File: src/rtl/clock_divider_mc.sv
// Multi-channel programmable clock divider. Each channel divides clk_in by a
// per-channel divisor with glitch-free divisor changes and period-completing stop.
module clock_divider_mc #(
  parameter int unsigned NUM_CH = 4,
  parameter int unsigned DIV_W  = 16
) (
  input  logic                    clk_in,
  input  logic                    rstn,
  input  logic [NUM_CH-1:0]       en,
  input  logic [NUM_CH-1:0]       load,
  input  logic [NUM_CH*DIV_W-1:0] div,
  output logic [NUM_CH-1:0]       clk_out,
  output logic [NUM_CH-1:0]       tick,
  output logic [NUM_CH-1:0]       busy
);

  localparam logic [1:0] ST_IDLE  = 2'd0;
  localparam logic [1:0] ST_RUN   = 2'd1;
  localparam logic [1:0] ST_DRAIN = 2'd2;

  localparam logic [DIV_W-1:0] DIV_MIN = DIV_W'(2);

  for (genvar i = 0; i < NUM_CH; i++) begin : g_ch
    logic [1:0]       state_q, state_d;
    logic [DIV_W-1:0] shadow_q, shadow_d;
    logic [DIV_W-1:0] active_q, active_d;
    logic [DIV_W-1:0] cnt_q, cnt_d;
    logic             clk_q, clk_d;
    logic             tick_q, tick_d;
    logic             busy_q, busy_d;
    logic [DIV_W-1:0] div_raw, div_eff, cnt_inc, high_len;
    logic             wrap;

    // Divisor clamp, high-phase length and end-of-period detect
    always_comb begin
      div_raw  = div[i*DIV_W +: DIV_W];
      div_eff  = (div_raw < DIV_MIN) ? DIV_MIN : div_raw;
      high_len = active_q - (active_q >> 1);
      cnt_inc  = cnt_q + DIV_W'(1);
      wrap     = (cnt_q == active_q - DIV_W'(1));
    end

    // Next-state and next-output logic
    always_comb begin
      state_d  = state_q;
      shadow_d = shadow_q;
      active_d = active_q;
      cnt_d    = cnt_q;
      clk_d    = 1'b0;
      tick_d   = 1'b0;
      busy_d   = 1'b0;
      case (state_q)
        ST_IDLE: begin
          cnt_d = '0;
          if (load[i]) begin
            shadow_d = div_eff;
            active_d = div_eff;
          end
          if (en[i]) begin
            state_d = ST_RUN;
            clk_d   = 1'b1;
            tick_d  = 1'b1;
            busy_d  = 1'b1;
          end
        end
        ST_RUN, ST_DRAIN: begin
          if (load[i]) shadow_d = div_eff;
          if (wrap) begin
            // Divisor handover only at a period boundary
            active_d = shadow_q;
            cnt_d    = '0;
            if (en[i]) begin
              state_d = ST_RUN;
              clk_d   = 1'b1;
              tick_d  = 1'b1;
              busy_d  = 1'b1;
            end else begin
              state_d = ST_IDLE;
            end
          end else begin
            cnt_d   = cnt_inc;
            clk_d   = (cnt_inc < high_len);
            busy_d  = 1'b1;
            state_d = en[i] ? ST_RUN : ST_DRAIN;
          end
        end
        default: state_d = ST_IDLE;
      endcase
    end

    always_ff @(posedge clk_in or negedge rstn) begin
      if (!rstn) begin
        state_q  <= ST_IDLE;
        shadow_q <= DIV_MIN;
        active_q <= DIV_MIN;
        cnt_q    <= '0;
        clk_q    <= 1'b0;
        tick_q   <= 1'b0;
        busy_q   <= 1'b0;
      end else begin
        state_q  <= state_d;
        shadow_q <= shadow_d;
        active_q <= active_d;
        cnt_q    <= cnt_d;
        clk_q    <= clk_d;
        tick_q   <= tick_d;
        busy_q   <= busy_d;
      end
    end

    assign clk_out[i] = clk_q;
    assign tick[i]    = tick_q;
    assign busy[i]    = busy_q;
  end

endmodule

File: config.mk
export PLATFORM = sky130hd
export DESIGN_NAME = clock_divider_mc
export DESIGN_NICKNAME = d
export VERILOG_FILES = /design/src/rtl/clock_divider_mc.sv
export SDC_FILE = /design/constraint.sdc
export NUM_CORES = 1
export LEC_CHECK = 0
export BUFFER_PORTS_ARGS = -buffer_cell sky130_fd_sc_hd__buf_2
export CAP_MARGIN = 20
export CORE_UTILIZATION = 64
export CTS_CLUSTER_DIAMETER = 30
export DETAILED_ROUTE_END_ITERATION = 8
export PLACE_DENSITY = 0.83
export SETUP_SLACK_MARGIN = 0.05
export SYNTH_ARGS = -nofsm -noshare
export SYNTH_HDL_FRONTEND = slang
export SYNTH_SLANG_ARGS = --single-unit
File: constraint.sdc
create_clock -name clk_in -period 4.2 [get_ports clk_in]
set_input_delay 0.84 -clock clk_in [delete_from_list [all_inputs] [get_ports clk_in]]
set_output_delay 0.84 -clock clk_in [all_outputs]
set_load 0.005 [all_outputs]
==> impl_metrics.csv <==
group,metric,value,unit
floorplanning,die_y,169,um
cells_and_area,diodes,0,
pwr,combPwrFrac,0.610,
synth,ys_warn_count,0,
cts,path_clk_slew,0.05,ns
pwr,p_sw,8580,uW
grt,overflow,0,
pwr,sequentialPowerShare,0.183,
setup_path,critPathCaptureType,"flip-flop",
route,vias,15400,
floorplanning,die_x,169,um
synth,syn_area,17900,sq um
setup_path,arrival,4.33,ns
cts,cts_tree,"yes",
pwr,clkPwrFrac,0.207,
timing,hold_viol,0,
cts,clock_latency,0.58,ns
route,viasPerCell,6.11,
place,io_buffer_count,85,
timing,finalCritPeriodShare,0.920,
route,drtIter0Drc,1018,
cells_and_area,multiInputGateArea,11500,sq um
timing,timing.slew.headroom,0.289,
route,drc_errors,0,
setup_path,crit_required,4.66,ns
pwr,p_per_area,927,nW/um^2
synth,netlist_instances,2050,
timing,rsz0062_at_grt,"false",
route,first_pass_iters,5,
pwr,switching_share,0.456,
grt,grt_pass1_wl,72100,um
status,status,"complete, no violations",
route,ant_nets,0,
cts,h-tree-depth,2,
grt,grt_pass1_vias,15000,
floorplanning,ioPinCount,86,
cells_and_area,fillers,1971,
floorplanning,row_count,60,
floorplanning,initial_utilization,0.658,
timing,final.setup.tns,0,ns
setup_path,reg2reg_depth,16,
floorplanning,dieArea,28600,sq um
synth,syn_area_per_cell,8.72,sq um
setup_path,criticalPathCategory,"reg -> reg",
cells_and_area,post-route-util,0.745,
cells_and_area,synthToLayoutAreaGrowth,13.3,%
cts,cts-root-buf,"clkbuf_16",
cells_and_area,drive_gt1_frac,0.131,
pwr,irDropWorstVdd,618,uV
cts,cts_sinks,212,
synth,seq_area_frac_synth,0.297,
setup_path,crit_path_start_kind,"flip-flop",
timing,fin_crit,3.86,ns
cells_and_area,final_nets,2389,
cells_and_area,final_common_cell,"ha_1",
grt,track_usage,0.307,
place,dp_hpwl,30900,um
grt,grt_max_degree,110,
cells_and_area,final_cell_mix,"205 x ha_1, 204 x dfrtp_1, 199 x nand2_1",
synth,synth_cell_types,78,
timing,drv_slew,0,
timing,setup_violations,0,
pwr,p_int,10200,uW
place,gp_congestion,0.939,
synth,synth_nets,2333,
synth,synthFlopType,"dfrtp_1",
synth,synth_edf_count,0,
synth,ys_ff_latch,212,
synth,ys_async_sr_fraction,1.00,
worst_hold_path,hold_path_class,"in -> async",
floorplanning,core_area,27200,sq um
run,drv_cap,0,
route,wl,43300,um
pwr,p_leak,0.00959,uW
setup_path,crit_fanout,5,
route,wl_per_cell,17.2,um
cts,cts_buffers,49,
grt,grt_antenna_before_repair,0,
timing,worstMarginPinSlew,1.07,ns
timing,clock_skew,0.0294,ns
cells_and_area,register_area,5320,sq um
cts,cts_buffer_depth,3,
timing,timing.fmax,0.259,GHz
cells in the mapped netlist (14+ instances only):
| cell | n | area share |
|---|---|---|
| a221o_1 | 22 | 0.012 |
| a22o_1 | 19 | 0.0093 |
| o21ai_0 | 102 | 0.029 |
| clkbuf_1 | 76 | 0.016 |
| nand3_1 | 87 | 0.024 |
| nand2_1 | 199 | 0.042 |
| a31oi_1 | 61 | 0.021 |
| nor2b_1 | 25 | 0.0087 |
| dfrtp_1 | 204 | 0.29 |
| o21bai_1 | 18 | 0.0076 |
| a21oi_1 | 57 | 0.016 |
| nand4_1 | 21 | 0.0073 |
| a21o_1 | 22 | 0.0092 |
| xor2_1 | 56 | 0.027 |
| nor4_1 | 25 | 0.0087 |
| xnor2_1 | 139 | 0.068 |
| nor3_1 | 39 | 0.011 |
| o22ai_1 | 14 | 0.0049 |
| inv_1 | 172 | 0.036 |
| mux2_2 | 60 | 0.038 |
| nand2b_1 | 16 | 0.0056 |
| or3_1 | 18 | 0.0063 |
| mux2i_1 | 36 | 0.020 |
| nor2_1 | 114 | 0.024 |
| and3_1 | 21 | 0.0073 |
| ha_1 | 205 | 0.14 |
| o22a_1 | 21 | 0.010 |
worst max-delay path, stage by stage (launching register included):
cell	delay [ns]
dfrtp_1	0.47
inv_1	0.13
ha_1	0.40
nor2_1	0.08
a221oi_2	0.40
o2111ai_1	0.24
a31oi_1	0.30
o21bai_1	0.10
a21oi_1	0.19
xnor2_1	0.10
ha_1	0.31
nand4_1	0.13
nor4_1	0.39
a221oi_1	0.15
o21ai_0	0.11
nand3_1	0.09
and2_1	0.15
worst paths after layout:
kind / start / end / slack, ns
worst min register to register: g_ch[2].shadow_q[1] / g_ch[2].shadow_q[1] / 0.48
min in group clk_in: g_ch[2].shadow_q[1] / g_ch[2].shadow_q[1] / 0.48
worst max register to register: g_ch[3].active_q[4] / g_ch[3].clk_q / 0.34
worst min-delay path: rstn / g_ch[1].shadow_q[15] / 0.36
max in group asynchronous: rstn / g_ch[0].shadow_q[1] / 2.86
worst max-delay path: g_ch[3].active_q[4] / g_ch[3].clk_q / 0.34
per-stage QoR:
stage	power (uW)	worst slack, ns	area, sq um	std cells	hold WS [ns]
after global placement	14100	0.440	18500	2426	0.467
final	18800	0.336	20300	2518	0.356
after global routing	20400	0.0763	20300	2518	0.429
after floorplan	12100	0.768	17900	2050	0.450
after detailed placement	14500	0.279	18500	2426	0.476
after CTS	18600	0.248	20200	2517	0.391
cell type report:
cell class	instances	share of cell area
tap	372	0.0230
clock buffer	69	0.0692
multi-input combinational	1560	0.566
sequential	212	0.262
timing repair buffer	109	0.0320
inverter	174	0.0322
clock inverter	22	0.0149
power by group through the flow:
stage          clock (uW)  sequential (uW)  combinational [uW]
2_1_floorplan           0             3210                8930
3_3_place_gp            0             3410               10700
3_5_place_dp            0             3450               11100
4_1_cts              3910             3430               11300
5_1_grt              4030             3530               12800
6_report             3890             3440               11500
cells by family (layout without fill, tap and decap cells):
group / after synthesis / in the layout / share of synthesized area
and+or+nand+nor: 620 / 620 / 0.169
AOI/OAI and AO/OA: 439 / 439 / 0.168
buffers and inverters: 278 / 374 / 0.0628
DFF: 212 / 212 / 0.297
adders and majority gates: 209 / 209 / 0.148
xor gates and xnor gates: 196 / 196 / 0.0968
muxes: 96 / 96 / 0.0579
flip-flops by register name, summed over array words and instances, names as in the netlist:
| signal | count |
|---|---|
| g_ch.shadow_q | 64 |
| g_ch.clk_q | 4 |
| g_ch.busy_q | 4 |
| g_ch.active_q | 64 |
| g_ch.tick_q | 4 |
| g_ch.cnt_q | 64 |
| g_ch.state_q | 8 |
metal layers:
layer,vias up,global-route usage,share of wire
met1,7382,0.395,0.43
met5,-,0,0
met4,0,0.126,0.034
met3,117,0.0455,0.053
met2,489,0.516,0.48
li1,7389,-,-
timing repair:
action / CTS / global route
hold buffers: 0 / 0
setup buffers: 0 / 0
endpoints found under the setup margin: 0 / 2
gates resized for setup: 0 / 3
Power figures use the tool's default switching activity.
